`src/rtl/mar_burst.sv`:
```
// mar_burst -- memory address register with burst sequencing.
//
// Holds the memory address for the 8-bit CPU model. In IDLE the address can
// be loaded from the PC or the data bus, or incremented in place. A start
// request runs a req/ack handshake with memory and steps the address through
// a burst of burst_len+1 beats.
//
// Optional feature: define MAR_TIMEOUT_EN to abort a burst when memory does
// not acknowledge within TIMEOUT consecutive cycles. Without it, err is tied
// low and ACCESS waits indefinitely.
//
// Ports:
//   clk        rising-edge clock
//   rst        asynchronous active-low reset
//   ld_pc      load addr from pc_in
//   ld_bus     load addr from bus_in (wins over ld_pc and inc)
//   inc        increment addr modulo 2^AW
//   pc_in      address from the PC
//   bus_in     address from the data bus (truncated or zero-extended to AW)
//   start      begin a burst at the current (or same-cycle loaded) address
//   burst_len  beats minus one, sampled with start
//   mem_ack    memory accepted the current beat
//   addr       registered address to memory
//   mem_req    registered access request
//   busy       high whenever the sequencer is not IDLE
//   done       one-cycle pulse after the final beat
//   wrap       one-cycle pulse after addr wraps from all-ones to zero
//   err        one-cycle pulse on timeout abort (always 0 without the macro)

module mar_burst #(
    parameter int AW      = 6,
    parameter int DW      = 8,
    parameter int BLW     = 3,
    parameter int TIMEOUT = 15
) (
    input  logic           clk,
    input  logic           rst,
    input  logic           ld_pc,
    input  logic           ld_bus,
    input  logic           inc,
    input  logic [AW-1:0]  pc_in,
    input  logic [DW-1:0]  bus_in,
    input  logic           start,
    input  logic [BLW-1:0] burst_len,
    input  logic           mem_ack,
    output logic [AW-1:0]  addr,
    output logic           mem_req,
    output logic           busy,
    output logic           done,
    output logic           wrap,
    output logic           err
);

    typedef enum logic [1:0] {
        IDLE   = 2'd0,
        ACCESS = 2'd1,
        DONE   = 2'd2
    } state_t;

    localparam logic [AW-1:0] ADDR_MAX = {AW{1'b1}};
    localparam logic [AW-1:0] ADDR_ONE = AW'(1);

    state_t         state_q, state_d;
    logic [AW-1:0]  addr_q, addr_d;
    logic [BLW-1:0] rem_q, rem_d;
    logic           mem_req_q, mem_req_d;
    logic           done_q, done_d;
    logic           wrap_q, wrap_d;
    logic [AW-1:0]  bus_addr;

`ifdef MAR_TIMEOUT_EN
    localparam int              WW        = $clog2(TIMEOUT + 1);
    localparam logic [WW-1:0]   WAIT_LAST = WW'(TIMEOUT - 1);
    logic [WW-1:0] wait_q, wait_d;
    logic          err_q, err_d;
`endif

    // A wide bus keeps only its low AW bits; a narrow bus is zero-extended.
    if (DW >= AW) begin : g_bus_trunc
        assign bus_addr = bus_in[AW-1:0];
    end else begin : g_bus_ext
        assign bus_addr = {{(AW-DW){1'b0}}, bus_in};
    end

    // Next-state logic. Loads and inc are only honoured in IDLE; a load in
    // the same cycle as start still applies, so the burst begins at it.
    always_comb begin
        state_d   = state_q;
        addr_d    = addr_q;
        rem_d     = rem_q;
        mem_req_d = mem_req_q;
        done_d    = 1'b0;
        wrap_d    = 1'b0;
`ifdef MAR_TIMEOUT_EN
        wait_d    = wait_q;
        err_d     = 1'b0;
`endif
        case (state_q)
            IDLE: begin
                mem_req_d = 1'b0;
                if (ld_bus) begin
                    addr_d = bus_addr;
                end else if (ld_pc) begin
                    addr_d = pc_in;
                end else if (inc) begin
                    addr_d = addr_q + ADDR_ONE;
                    wrap_d = (addr_q == ADDR_MAX);
                end
                if (start) begin
                    state_d   = ACCESS;
                    rem_d     = burst_len;
                    mem_req_d = 1'b1;
`ifdef MAR_TIMEOUT_EN
                    wait_d    = '0;
`endif
                end
            end
            ACCESS: begin
                if (mem_ack) begin
`ifdef MAR_TIMEOUT_EN
                    wait_d = '0;
`endif
                    if (rem_q != '0) begin
                        addr_d = addr_q + ADDR_ONE;
                        wrap_d = (addr_q == ADDR_MAX);
                        rem_d  = rem_q - 1'b1;
                    end else begin
                        // Last beat: addr stays on the final beat's address.
                        state_d   = DONE;
                        mem_req_d = 1'b0;
                        done_d    = 1'b1;
                    end
                end
`ifdef MAR_TIMEOUT_EN
                // wait_q counts unacked cycles already seen; this edge closes
                // the TIMEOUT-th one, so the burst is abandoned here.
                else if (wait_q == WAIT_LAST) begin
                    state_d   = IDLE;
                    mem_req_d = 1'b0;
                    err_d     = 1'b1;
                    rem_d     = '0;
                end else begin
                    wait_d = wait_q + 1'b1;
                end
`endif
            end
            DONE: begin
                state_d   = IDLE;
                mem_req_d = 1'b0;
            end
            default: begin
                state_d   = IDLE;
                mem_req_d = 1'b0;
            end
        endcase
    end

    // State and output registers; reset clears everything immediately.
    always_ff @(posedge clk or negedge rst) begin
        if (!rst) begin
            state_q   <= IDLE;
            addr_q    <= '0;
            rem_q     <= '0;
            mem_req_q <= 1'b0;
            done_q    <= 1'b0;
            wrap_q    <= 1'b0;
`ifdef MAR_TIMEOUT_EN
            wait_q    <= '0;
            err_q     <= 1'b0;
`endif
        end else begin
            state_q   <= state_d;
            addr_q    <= addr_d;
            rem_q     <= rem_d;
            mem_req_q <= mem_req_d;
            done_q    <= done_d;
            wrap_q    <= wrap_d;
`ifdef MAR_TIMEOUT_EN
            wait_q    <= wait_d;
            err_q     <= err_d;
`endif
        end
    end

    assign addr    = addr_q;
    assign mem_req = mem_req_q;
    assign busy    = (state_q != IDLE);
    assign done    = done_q;
    assign wrap    = wrap_q;
`ifdef MAR_TIMEOUT_EN
    assign err     = err_q;
`else
    assign err     = 1'b0;
`endif

endmodule

```
`config.mk`:
```
export PLATFORM = sky130hd
export DESIGN_NAME = mar_burst
export DESIGN_NICKNAME = d
export VERILOG_FILES = /design/src/rtl/mar_burst.sv
export SDC_FILE = /design/constraint.sdc
export NUM_CORES = 1
export LEC_CHECK = 0
export ABC_AREA = 1
export CORE_MARGIN = 5
export CORE_UTILIZATION = 43
export CTS_CLUSTER_SIZE = 28
export DETAILED_ROUTE_END_ITERATION = 10
export MAX_ROUTING_LAYER = met4
export PLACE_DENSITY = 0.84
export REMOVE_ABC_BUFFERS = 1
export SLEW_MARGIN = 20
export SYNTH_ARGS = -nofsm -noshare
export SYNTH_HDL_FRONTEND = slang
export SYNTH_SLANG_ARGS = --single-unit
```
`constraint.sdc`:
```
create_clock -name clk -period 1.7 [get_ports clk]
set_input_delay 0.17 -clock clk [delete_from_list [all_inputs] [get_ports clk]]
set_output_delay 0.17 -clock clk [all_outputs]
set_load 0.05 [all_outputs]
```
# After elaboration in Yosys (flattened, before gate mapping)
# Cells that the tools add are included.
# classes
addsub,2
eq_ne,7
n_mux,27
reduce_logical,8
# ops
op,n
$mux W6,5
$pmux W6 S2,1
$mux W1,11
$mux W3,3
$ne A2 B2 Y1 const B,4
$reduce_and A4 Y1,2
$add A6 B1 Y6 const B,1
$eq A6 B6 Y1 const B,1
$mux W2,3
$pmux W3 S2,1
$ne A4 B4 Y1 const B,1
$pmux W1 S2,2
$pmux W2 S2,1
$reduce_bool A2 Y1,2
$reduce_and A3 Y1,1
$reduce_bool A3 Y1,1
$sub A3 B1 Y3 const B,1
$eq A2 B1 Y1 const B,1
$logic_not A2 Y1,1
$reduce_and A2 Y1,1
# word_totals
reg_bits,14
input_bits,24
output_inout_bits,11
wordCells,50

# Depth between registers and ports, before layout
# depth
depth_word,5
mapped_depth,9
ltp_nobuf,9

# Worst setup path after synthesis
# OpenSTA, ideal clock, no wires.
# synth_path
path_type,reg2reg
startpoint,"reg addr_q[0], in the netlist addr[0]"
endpoint,"reg addr_q[4], in the netlist addr[4]"
setup_ns,0.118
arrival_ns,1.349
required_time_ns,1.582
setup_slack_ns,0.233
path_stages_with_launch,7
n_path_buf,0
synth_period_minus_slack_ns,1.467
path_cell_list,dfrtp_1 > ha_1 > nand2_1 > o21ai_0 > nand3_1 > nand3_1 > nand2_1
# synth_between
elab_chain_len,5
elab_cells_between_ends,7
cone_classes,add/sub (1); mux (6)
# synth_rtl
element,line,rtl
from (decl),64,"logic [AW-1:0] addr_q, addr_d;"
from (signal assigned),173,addr_q <= addr_d;
$add A6 B1 Y6 (*),"106, 124",
$mux W6,105,end else if (inc) begin
$mux W6,103,end else if (ld_pc) begin
$mux W6,101,if (ld_bus) begin
$pmux W6 S2 (*),98,case (state_q)
# Every way passes the cells marked *; elsewhere a longest branch is shown, timed or not. The select of a mux whose other input is x is not followed.
# A chain may end at the register's enable or synchronous reset.

# Worst setup path after layout
# layout_path
startpoint,"reg mem_req_q, in the netlist mem_req"
endpoint,out mem_req
# layout_rtl
element,line,rtl
from (decl),66,"logic mem_req_q, mem_req_d;"
from (signal assigned),175,mem_req_q <= mem_req_d;
to (decl),47,"output logic mem_req,"
# No word-level cell between the ends.

==> results.yml <==
placed_design:
  port_buffers: 31
  dp_slack_ps: 206
  dpl.hpwl_um: 1770
  post-place-cells: 178
  gp_congestion: 0.771
synthesis:
  ys.flop_type: "dfrtp_1"
  ys_warn_count: 0
  synthArstFlopShare_pct: 100
  synth_most_common_cell: "nand2_1"
  synth_top_area_cell: "dfrtp_1"
  syn_area_per_cell_um2: 7.62
  netlist.area_leader.share_pct: 37.7
  synth.area.top_cells: "dfrtp_1, nand2_1, nand3_1"
  ys_ff_latch: 14
  synth_edf_count: 0
  yosysSeqAreaShare_pct: 37.7
  yosysUniqueCellTypes: 28
  synth_common_cells: "nand2_1, dfrtp_1, nand3_1"
  syn_inst: 122
  synth_area_um2: 930
finish:
  multi_input_area_um2: 505
  fin_nets: 183
  diodes: 0
  fillCellCount: 179
  drive_gt1_share_pct: 20.8
  area_growth_syn_to_layout_pct: 35.3
  register_area_um2: 350
  fin_cells: 181
grt:
  grt_max_degree: 15
  track_usage_pct: 15.9
  grt_pass1_vias: 939
  grt_first_pass_wirelength_um: 4020
  grt_overflow_total: 0
  antenna_found_initial: 0
cts:
  cts_resized: 0
  post_cts_buffers: 0
  cts.path.max_buffers: 2
  h-tree-depth: 1
  root_buffer: "clkbuf_4"
  clkTransAtPathRegs_ps: 90
  cts_tree: "yes"
  cts_buffers: 3
  clk_latency_ps: 280
  numClockSinks: 14
  cts_hold_repair.buffers: 0
floorplanning:
  start_util_pct: 46.4
  core_um2: 2000
  die_h_um: 56.5
  die_area_um2: 3190
  fp.dieW_um: 56.5
  rows: 16
  io_pins: 35
critical_path:
  cpMaxStageDelayCell: "clkdlybuf4s50_1"
  critPathKind: "flop to primary output"
  endpoint_kind: "primary output"
  start_kind: "flop"
  slowest_delay_ps: 810
  crit_required_ps: 1530
  cp.buffers_inverters: 1
  reg2reg_from: "rem_q[0]"
  critPathMaxFanout: 2
  cp_top_family: "buffers and inverters"
  critPathArrivalTime_ps: 1450
  crit_chain: "clkdlybuf4s50_1"
  startpoint: "mem_req"
outcome:
  status: "complete, no violations"
routing:
  drtPass1Iterations: 4
  postRouteAntennaNets: 0
  dr.max_layer_used: "met3"
  wl_met3_um: 143
  vias_per_cell: 5.09
  vias: 921
  wl_met2_um: 1140
  wl_um: 2190
  routedWlPerCell_um: 12.1
  wl_met1_um: 908
  drt-initial-drc-count: 18
  drc_errors: 0
timing:
  setup_viol: 0
  period_needed_ps: 1620
  fin_worst_skew_ps: 5.47
  slew_headroom_pct: 56.1
  worst_slew_pin_slew_ps: 656
  finalCritPeriodShare_pct: 95.3
  fmax_mhz: 617
  finalHoldViolCount: 0
  timing.hold.ws_ps: 281
  rsz0062_at_grt: "false"
  drv_slew: 0
  setup_ws_ps: 79.5
  setup_tns_ps: 0
power:
  seqPwrFrac_pct: 27.1
  p_leak_nw: 0.602
  switching_power_w: 0.00131
  ir_worst_vdd_mv: 1.21
  switching_share_pct: 54.5
  clock_power_share_pct: 8.0
  p_comb_share_pct: 64.9
  power.internal_w: 0.00109
  total_power_w: 0.00240
  p_per_area_nw_per_um2: 1910
worst_hold_path:
  min_path_type: "primary input to asynchronous set/reset pin"
job:
  maxCapViolCount: 0
==> logic make-up (layout without fill, tap and decap cells) <==
| kind of cell | Yosys count | after routing | share of synthesized area, % |
|---|---|---|---|
| AO/OA/AOI/OAI | 19 | 19 | 13.2 |
| adder cells (fa/ha/maj) | 3 | 3 | 4.04 |
| buffers and inverters | 16 | 48 | 7.94 |
| flip-flops | 14 | 14 | 37.7 |
| other | 1 | 1 | 0.403 |
| AND/OR/NAND/NOR | 69 | 69 | 36.7 |
==> cells in the final DEF, fill, tap and decap left out <==
cell type,n
o211ai_2,1
a21oi_1,2
clkdlybuf4s50_1,23
inv_2,3
nand3b_1,1
conb_1,1
clkbuf_4,3
o22ai_1,4
nand3_2,1
nor3_1,2
nand2_2,3
nor2_2,2
nand3_1,12
nand3b_2,1
inv_1,10
or2_2,1
nor2_1,7
nor2_4,2
o21ai_1,1
nand2_1,34
nand2_4,2
a21oi_2,1
nand4_1,1
buf_4,8
o21ai_0,7
ha_1,3
dfrtp_1,14
o21ai_2,3
inv_4,1
==> power groups by stage <==
stage | Clock (W) | Combinational [W] | Sequential (W)
after floorplan | 0 | 0.000856 | 0.000939
after detailed placement | 0 | 0.00157 | 0.000654
after global placement | 0 | 0.00152 | 0.000645
after CTS | 0.000201 | 0.00158 | 0.000649
final | 0.000192 | 0.00156 | 0.000651
after global routing | 0.000211 | 0.00173 | 0.000678
==> through the flow <==
stage / util (%) / area (um^2)
after floorplan: - / 911
after global placement: 61.7 / 1230
after detailed placement: 61.7 / 1230
after CTS: 62.8 / 1260
after global routing: 62.8 / 1260
final: 62.8 / 1260
==> metal layers <==
metal	track usage, %	vias to the layer above
met5	-	-
met4	2.03	0
met3	5.50	0
met2	28.2	23
met1	17.6	434
li1	-	464
==> sequential cells by signal, summed over array words and instances (netlist names) <==
register / cells
done: 1
addr: 6
rem_q: 3
wrap: 1
mem_req: 1
state_q: 2
==> path summary, 6_finish.rpt <==
path	to	slack, ps	cells after the start
max	mem_req	80	1
min	addr[0]	280	1
max reg2reg	addr[2]	340	9
min reg2reg	rem_q[1]	550	2
max in group asynchronous	rem_q[0]	990	1
min in group clk	wrap	500	3
==> layout make-up <==
type,count,share of cell area [%]
Multi-Input combinational cell,92,40.2
Inverter,14,4.38
Tap cell,27,2.69
Sequential cell,14,27.9
Timing Repair Buffer,31,23.1
Clock buffer,3,1.79
Power figures use the tool's default switching activity.
